`config.mk`:
```
export PLATFORM = sky130hd
export DESIGN_NAME = mem_arbiter
export DESIGN_NICKNAME = d
export VERILOG_FILES = /design/src/rtl/mem_arbiter.sv
export SDC_FILE = /design/constraint.sdc
export NUM_CORES = 1
export LEC_CHECK = 0
export CORE_AREA = 2 2 122 124
export CTS_CLUSTER_SIZE = 24
export DETAILED_ROUTE_END_ITERATION = 6
export DIE_AREA = 0 0 124 126
export GPL_TIMING_DRIVEN = 0
export PLACE_DENSITY = 0.82
export SLEW_MARGIN = 0
export SYNTH_ARGS = -nofsm -noshare
export SYNTH_HDL_FRONTEND = slang
export SYNTH_SLANG_ARGS = --single-unit
```
`constraint.sdc`:
```
create_clock -name clk -period 4.4 [get_ports clk]
set_input_delay 0.88 -clock clk [delete_from_list [all_inputs] [get_ports clk]]
set_output_delay 0.88 -clock clk [all_outputs]
set_load 0.05 [all_outputs]
```
`src/rtl/mem_arbiter.sv`:
```
// Two-master arbiter sharing one valid/ready word-access memory port.
// Round-robin or fixed-priority selection, non-preemptive, response routed back to the owner.
module mem_arbiter #(
    parameter int unsigned ADDR_WIDTH = 32,
    parameter int unsigned DATA_WIDTH = 32,
    parameter bit          FIXED_PRIO = 1'b0
) (
    input  logic                  clk,
    input  logic                  rst,

    input  logic                  m0_valid_i,
    output logic                  m0_ready_o,
    input  logic [ADDR_WIDTH-1:0] m0_addr_i,
    input  logic                  m0_we_i,
    input  logic [3:0]            m0_be_i,
    input  logic [DATA_WIDTH-1:0] m0_wdata_i,
    output logic [DATA_WIDTH-1:0] m0_rdata_o,

    input  logic                  m1_valid_i,
    output logic                  m1_ready_o,
    input  logic [ADDR_WIDTH-1:0] m1_addr_i,
    input  logic                  m1_we_i,
    input  logic [3:0]            m1_be_i,
    input  logic [DATA_WIDTH-1:0] m1_wdata_i,
    output logic [DATA_WIDTH-1:0] m1_rdata_o,

    output logic                  s_valid_o,
    input  logic                  s_ready_i,
    output logic [ADDR_WIDTH-1:0] s_addr_o,
    output logic                  s_we_o,
    output logic [3:0]            s_be_o,
    output logic [DATA_WIDTH-1:0] s_wdata_o,
    input  logic [DATA_WIDTH-1:0] s_rdata_i
);

    typedef enum logic [1:0] {
        IDLE   = 2'd0,
        GRANT0 = 2'd1,
        GRANT1 = 2'd2
    } state_t;

    state_t state;
    state_t next_state;
    logic   last;       // last completed port; the other port wins a round-robin tie
    logic   granted;

    always_comb begin
        next_state = state;
        unique case (state)
            IDLE: begin
                if (m0_valid_i && m1_valid_i)
                    next_state = (FIXED_PRIO || last) ? GRANT0 : GRANT1;
                else if (m0_valid_i)
                    next_state = GRANT0;
                else if (m1_valid_i)
                    next_state = GRANT1;
            end
            // The completing master's own valid is not examined here.
            GRANT0: if (s_ready_i) next_state = m1_valid_i ? GRANT1 : IDLE;
            GRANT1: if (s_ready_i) next_state = m0_valid_i ? GRANT0 : IDLE;
            default: next_state = IDLE;
        endcase
    end

    // Request fields are captured on entry to a grant; masters hold them stable until ready.
    always_ff @(posedge clk) begin
        if (rst) begin
            state     <= IDLE;
            last      <= 1'b1;
            s_addr_o  <= '0;
            s_we_o    <= 1'b0;
            s_be_o    <= '0;
            s_wdata_o <= '0;
        end else begin
            state <= next_state;
            if (state == GRANT0 && s_ready_i)
                last <= 1'b0;
            else if (state == GRANT1 && s_ready_i)
                last <= 1'b1;

            if (next_state == GRANT0 && state != GRANT0) begin
                s_addr_o  <= m0_addr_i;
                s_we_o    <= m0_we_i;
                s_be_o    <= m0_be_i;
                s_wdata_o <= m0_wdata_i;
            end else if (next_state == GRANT1 && state != GRANT1) begin
                s_addr_o  <= m1_addr_i;
                s_we_o    <= m1_we_i;
                s_be_o    <= m1_be_i;
                s_wdata_o <= m1_wdata_i;
            end else if (next_state == IDLE) begin
                s_addr_o  <= '0;
                s_we_o    <= 1'b0;
                s_be_o    <= '0;
                s_wdata_o <= '0;
            end
        end
    end

    // Valid drops in the completion cycle so a re-sampling slave never sees a duplicate.
    assign granted    = (state == GRANT0) || (state == GRANT1);
    assign s_valid_o  = granted && !s_ready_i;

    assign m0_ready_o = (state == GRANT0) && s_ready_i;
    assign m1_ready_o = (state == GRANT1) && s_ready_i;
    assign m0_rdata_o = m0_ready_o ? s_rdata_i : '0;
    assign m1_rdata_o = m1_ready_o ? s_rdata_i : '0;

endmodule

```
Word level (Yosys, flattened, before mapping):

Index checks and enable logic that the tools add are counted.

* output and inout port bits: 136
* input port bits: 175
* word-level logic and storage cells: 48
* register bits: 72

* reduce and logical (&&, ||, !) cells: 12
* equality and inequality tests: 6
* multiplexer cells: 24

Operator list (count)
* 32-bit 2-to-1 mux: 7
* 2-bit 2-to-1 mux: 7
* 4-bit 2-to-1 mux: 3
* 1-bit logical AND: 6
* 1-bit 2-to-1 mux: 6
* 2-bit case mux with 3 select lines: 1
* 2-bit by 1-bit == test with 1-bit output, second input constant: 2
* 2-bit == test, second input constant: 2
* 2-bit logical NOT: 2
* 3-bit nonzero test: 1
* 2-bit by 1-bit != test with 1-bit output, second input constant: 1
* 2-bit != test, second input constant: 1
* 2-bit nonzero test: 1
* 1-bit logical NOT: 1
* 1-bit logical OR: 1

Depth between registers and ports, before layout:

Gate-level depths: netlist of the first run.

* depth in word-level cells: 8
* gate-level depth with buffers: 10
* depth with buffers taken out: 7

Worst setup path after synthesis of the first run:

No wires, ideal clock.

* path kind: in2out
* start: in s_ready_i
* end: out m1_rdata_o[10]
* stages on the path: 4
* buffers on the path: 3
* setup slack: 1.605 ns
* arrival: 1.915 ns
* cell sequence: buf_4 > clkbuf_1 > clkbuf_1 > and3_1

* longest elaborated chain between the ends: 2

Ends and longest elaborated chain
* from (decl): RTL line 28 `input logic s_ready_i,`
* 1-bit logical AND: RTL line 105 `assign m1_ready_o = (state == GRANT1) && s_ready_i;`
* 32-bit 2-to-1 mux: RTL line 107 `assign m1_rdata_o = m1_ready_o ? s_rdata_i : '0;`
* to (decl): RTL line 25 `output logic [DATA_WIDTH-1:0] m1_rdata_o,`

Every way passes these cells.

Worst setup path after layout of the first run:

* start: in s_ready_i
* end: out m1_rdata_o[14]

The elaborated chain is that of the path after synthesis.

==> flow_metrics.env, run 1 <==
export IMPL_worstPathArrival_ns=2.75
export IMPL_grt_pass1_wl_um=26000
export IMPL_drtAntennaViolNets=0
export IMPL_start_util=0.286
export IMPL_powerDensity_nw_per_um2=421
export IMPL_die_h_um=126
export IMPL_cts_tree="built"
export IMPL_portBuffers=308
export IMPL_antenna_cells=0
export IMPL_cts_path_max_buffers=2
export IMPL_antenna_found_initial=0
export IMPL_wl_per_cell_um=17.0
export IMPL_ys_ff_latch=72
export IMPL_cts_buffers=9
export IMPL_nets=1010
export IMPL_synth_cell_types=37
export IMPL_fin_crit_ns=3.63
export IMPL_drt_first_pass_iters=5
export IMPL_fmax_mhz=275
export IMPL_crit_type="in -> out"
export IMPL_fillers=1343
export IMPL_drt_iter0_markers=311
export IMPL_slew_violations=0
export IMPL_gp_congestion=0.824
export IMPL_tightest_slew_ns=0.946
export IMPL_area_delta_synth_final_pct=88.0
export IMPL_reg2reg_depth=9
export IMPL_hold_depth=2
export IMPL_synth_top_flop_cell="dfxtp_1"
export IMPL_avgSynthCellArea_um2=8.01
export IMPL_hold_path_class="reg -> reg"
export IMPL_setup_viol=0
export IMPL_syn_inst=511
export IMPL_async_flop_share=0
export IMPL_min_period_over_period=0.825
export IMPL_h_tree_depth=3
export IMPL_drive_gt1_frac=0.0516
export IMPL_wl_um=17300
export IMPL_post_cts_resized=0
export IMPL_die_width_um=124
export IMPL_synth_edf_count=0
export IMPL_core_region_area_um2=14300
export IMPL_total_power_mw=3.24
export IMPL_synth_cell_area_um2=4090
export IMPL_row_count=44
export IMPL_cts_sinks=72
export IMPL_ys_seq_area_frac=0.352
export IMPL_clk_pin_slew_ns=0.06
export IMPL_rsz0062_at_grt="false"
export IMPL_synth_warnings=0
export IMPL_grt_max_degree=12
export IMPL_gr_total_overflow=0
export IMPL_slew_headroom=0.369
export IMPL_ctsRootBufferMaster="clkbuf_16"
export IMPL_dp_hpwl_um=13200
export IMPL_cts_hold_buf=0
export IMPL_peakVddDrop_mv=0.333
export IMPL_fin_skew_ns=0.00868
export IMPL_worst_setup_path_end_kind="output pin"
export IMPL_start_kind="input port"
export IMPL_drc=0
export IMPL_finalSetupTns_ns=0
export IMPL_required_ns=3.52
export IMPL_outcome="finished clean"
export IMPL_die_area_um2=15600
export IMPL_postCtsSetupRepairBufs=0
export IMPL_top_level_ports=311
export IMPL_hold_viol=0
export IMPL_track_usage=0.213
export IMPL_synth_nets=691
export IMPL_clk_insertion_delay_late_ns=0.34
export IMPL_p_leak_nw=2.92
export IMPL_dr_total_vias=5121
export IMPL_grt_pass1_vias=5025
export IMPL_vias_per_cell=5.03
export IMPL_drv_cap=0
export IMPL_crit_fanout=10
placed cells by master (no fill, tap or decap), types with 3 or more instances in the layout:
cell type        Yosys  layout
and3_1              64      64
a21oi_1              3       3
nor2_1              38      38
o21ai_1             12      12
buf_2               12      12
buf_4                4       4
nand3b_1            33      33
nand2_1             39      39
clkdlybuf4s50_1      0     308
inv_1               35      35
o21ai_0             23      23
dfxtp_1             72      72
o22ai_1             36      36
clkinv_2             0       3
clkbuf_16            0       9
dlygate4sd1_1        3       3
ha_1                 5       5
clkbuf_1            29      30
and2_1               3       3
buf_6                6       6
a211oi_1            37      37
a32oi_1             33      33
worst paths after layout:
kind,startpoint,end,slack [ns]
worst max register to register,state[1],s_addr_o[4],1.52
worst min-delay path,s_wdata_o[6],s_wdata_o[6],0.44
worst max-delay path,s_ready_i,m1_rdata_o[14],0.77
worst min register to register,s_wdata_o[6],s_wdata_o[6],0.44
report_power, final:
group / leakage [nW] / total (mW) / switching (mW) / internal [mW]
sequential: 0.591 / 0.858 / 0.0746 / 0.783
combinational: 2.18 / 1.65 / 1.03 / 0.622
clock: 0.145 / 0.725 / 0.276 / 0.448
per-stage QoR:
step | hold slack, ns | area [um^2] | setup WS, ns | std cells | util
after global routing | 0.458 | 7690 | 0.698 | 1018 | 0.537
after CTS | 0.444 | 7690 | 0.810 | 1018 | 0.537
after global placement | 0.432 | 7400 | 0.832 | 1003 | 0.517
after floorplan | 0.484 | 4090 | 1.60 | 511 | -
after detailed placement | 0.432 | 7400 | 0.822 | 1003 | 0.517
final | 0.440 | 7690 | 0.769 | 1018 | 0.537
cell type report:
type / count / area, um^2 / share of cell area
Timing Repair Buffer: 308 / 3080 / 0.401
Multi-Input combinational cell: 347 / 2200 / 0.286
Sequential cell: 72 / 1440 / 0.187
Buffer: 57 / 317 / 0.0412
Clock buffer: 11 / 243 / 0.0316
Tap cell: 184 / 230 / 0.0299
Inverter: 35 / 131 / 0.0171
Clock inverter: 4 / 45.0 / 0.00586
registers in the layout, indices dropped and copies added, names as in the netlist:
name and flops:
s_addr_o 32, s_wdata_o 32, s_be_o 4, state 2
last 1, s_we_o 1
worst max-delay path, stage by stage:
cell and delay [ns]:
buf_4 0.14, clkbuf_1 0.34, clkbuf_1 0.32, and3_1 0.26
clkdlybuf4s50_1 0.82
Yosys cell counts, types with 2 or more instances:
cell type / instances / share of area
buf_2: 12 / 0.015
a21oi_1: 3 / 0.0037
nor2_1: 38 / 0.035
o21ai_1: 12 / 0.015
nand3b_1: 33 / 0.061
and3_1: 64 / 0.098
clkbuf_1: 29 / 0.027
buf_4: 4 / 0.0073
dfxtp_1: 72 / 0.35
a211oi_1: 37 / 0.068
dlygate4sd3_1: 2 / 0.0049
and3b_1: 2 / 0.0043
a32oi_1: 33 / 0.071
ha_1: 5 / 0.015
nand3_1: 2 / 0.0024
o21ai_0: 23 / 0.028
nand2_1: 39 / 0.036
o21bai_1: 2 / 0.0037
inv_1: 35 / 0.032
and2_1: 3 / 0.0046
o22ai_1: 36 / 0.055
o21a_1: 2 / 0.0037
dlygate4sd1_1: 3 / 0.0064
buf_6: 6 / 0.017
nor2b_1: 2 / 0.0031
routing by layer:
layer,track usage,share of wire,up-vias
met4,0.0635,0.015,0
met5,0,0,-
li1,-,-,2504
met3,0.0806,0.11,21
met2,0.360,0.47,224
met1,0.248,0.40,2372
logic make-up after synthesis:
| logic type | after synthesis | share of synthesized area |
|---|---|---|
| adder cells (fa/ha/maj) | 5 | 0.0153 |
| buffers and inverters | 92 | 0.109 |
| multiplexers | 1 | 0.00275 |
| AO/OA/AOI/OAI | 155 | 0.272 |
| AND/OR/NAND/NOR | 186 | 0.248 |
| flip-flops | 72 | 0.352 |
Note: power is estimated with default switching activity, not from simulation.
==> run 2: changes to the inputs <==
--- a/config.mk
+++ b/config.mk
@@ -10,7 +10,7 @@
 export DETAILED_ROUTE_END_ITERATION = 6
 export DIE_AREA = 0 0 124 126
 export GPL_TIMING_DRIVEN = 0
-export PLACE_DENSITY = 0.82
+export PLACE_DENSITY = 0.85
 export SLEW_MARGIN = 0
 export SYNTH_ARGS = -nofsm -noshare
 export SYNTH_HDL_FRONTEND = slang
==> constraint.sdc (replaced) <==
create_clock -name clk -period 3.3 [get_ports clk]
set_input_delay 0.66 -clock clk [delete_from_list [all_inputs] [get_ports clk]]
set_output_delay 0.66 -clock clk [all_outputs]
set_load 0.05 [all_outputs]
==> flow_metrics.env, run 2 (synthesis gave the netlist of run 1 again) <==
export IMPL_wl_um=17500
export IMPL_crit_end="m0_rdata_o[3]"
export IMPL_gr_total_overflow=0
export IMPL_die_h_um=126
export IMPL_area_delta_synth_final_pct=91.7
export IMPL_drt_first_pass_iters=5
export IMPL_drive_gt1_frac=0.0504
export IMPL_p_leak_nw=3.66
export IMPL_drtAntennaViolNets=0
export IMPL_vias_per_cell=5.06
export IMPL_fin_skew_ns=0.0107
export IMPL_preCtsSetupSlack_ns=-0.0197
export IMPL_row_count=44
export IMPL_fmax_mhz=314
export IMPL_crit_fanout=10
export IMPL_top_level_ports=311
export IMPL_drt_iter0_markers=226
export IMPL_min_period_over_period=0.964
export IMPL_powerDensity_nw_per_um2=571
export IMPL_worstPathArrival_ns=2.52
export IMPL_required_ns=2.64
export IMPL_start_kind="flip-flop"
export IMPL_dp_cells=1003
export IMPL_total_power_mw=4.48
export IMPL_antenna_cells=0
export IMPL_crit_type="reg -> out"
export IMPL_hold_viol=0
export IMPL_final_cells=1018
export IMPL_cts_hold_buf=0
export IMPL_clk_pin_slew_ns=0.06
export IMPL_antenna_found_initial=0
export IMPL_h_tree_depth=3
export IMPL_worstHoldStart="s_addr_o[19]"
export IMPL_postCtsSetupRepairBufs=0
export IMPL_start_util=0.286
export IMPL_grt_pass1_wl_um=25600
export IMPL_layout_setup_ws_ns=0.118
export IMPL_ctsRootBufferMaster="clkbuf_16"
export IMPL_die_width_um=124
export IMPL_setup_viol=0
export IMPL_reg2reg_slack_ns=0.45
export IMPL_reg_largest_list="s_addr_o: 32 flops, s_wdata_o: 32 flops, s_be_o: 4 flops"
export IMPL_nets=1010
export IMPL_reg2reg_depth=8
export IMPL_slew_violations=0
export IMPL_cts_sinks=72
export IMPL_portBuffers=308
export IMPL_grt_max_degree=12
export IMPL_die_area_um2=15600
export IMPL_reg2reg_from="state[0]"
export IMPL_dp_hpwl_um=13200
export IMPL_track_usage=0.210
export IMPL_core_region_area_um2=14300
export IMPL_drc=0
export IMPL_tightest_slew_ns=0.924
export IMPL_wl_per_cell_um=17.2
export IMPL_clk_insertion_delay_late_ns=0.34
export IMPL_final_common_cell="clkdlybuf4s50_1"
export IMPL_critPathLaunch="state[1]"
export IMPL_drv_cap=0
export IMPL_peakVddDrop_mv=0.400
export IMPL_finalSetupTns_ns=0
export IMPL_dr_total_vias=5149
export IMPL_cts_buffers=9
export IMPL_slew_headroom=0.384
export IMPL_cts_tree="built"
export IMPL_mostFrequentLayoutCells="268 x clkdlybuf4s50_1, 72 x dfxtp_1, 64 x and3_1"
export IMPL_grt_pass1_vias=4980
export IMPL_worst_setup_path_end_kind="output pin"
export IMPL_cts_path_max_buffers=2
export IMPL_post_cts_resized=0
export IMPL_hold_path_class="reg -> reg"
export IMPL_r2r_end="s_wdata_o[9]"
export IMPL_gp_congestion=0.879
export IMPL_fin_crit_ns=3.18
export IMPL_outcome="finished clean"
[run 2: changes by cell type in the layout (fill, tap and decap cells not counted)]
cell             previous run  this run
dlymetal6s2s_1              0        40
bufinv_16                   1         3
clkdlybuf4s50_1           308       268
clkbuf_1                   30        31
clkinv_2                    3         0
[run 2: worst min path at each step]
stage / to / cells after the start
after detailed placement: s_wdata_o[0] / 2
after CTS: s_wdata_o[17] / 2
after global placement: s_addr_o[31] / 2
final: s_addr_o[19] / 2
after floorplan: last / 2
after global routing: s_wdata_o[17] / 2
[run 2: power by group]
group	switching [mW]	internal [mW]	leakage, nW	total [mW]
combinational	1.38	0.828	2.90	2.21
sequential	0.101	1.04	0.591	1.15
clock	0.368	0.756	0.163	1.12
total	1.85	2.63	3.66	4.48
[run 2: worst max-delay path, stage by stage, from the launching register on]
cell,delay [ns]
dfxtp_1,0.36
inv_1,0.14
ha_1,0.15
buf_2,0.19
clkbuf_1,0.31
and3_1,0.23
clkdlybuf4s50_1,0.81
[run 2: cell type report]
type / count / area, um^2
fillers: 1332 / 6470
repair buffers: 308 / 3180
multi-input cells: 347 / 2200
flip-flops and latches: 72 / 1440
plain buffers: 57 / 317
clock buffers: 12 / 246
well taps: 184 / 230
inverters: 35 / 131
clock inverters: 3 / 90.1
[run 2: through the flow]
stage / util / cell area, um^2 / hold slack [ns]
floorplan: - / 4090 / 0.484
global placement: 0.517 / 7400 / 0.430
detailed placement: 0.517 / 7400 / 0.433
CTS: 0.541 / 7740 / 0.448
global route: 0.548 / 7840 / 0.467
finish: 0.548 / 7840 / 0.448
[run 2: per-layer routing]
metal,GRT usage,up-vias,part of all wire
met1,0.248,2399,0.42
met4,0.0714,0,0.017
met3,0.0607,25,0.087
met5,0,-,0
li1,-,2508,-
met2,0.359,217,0.48
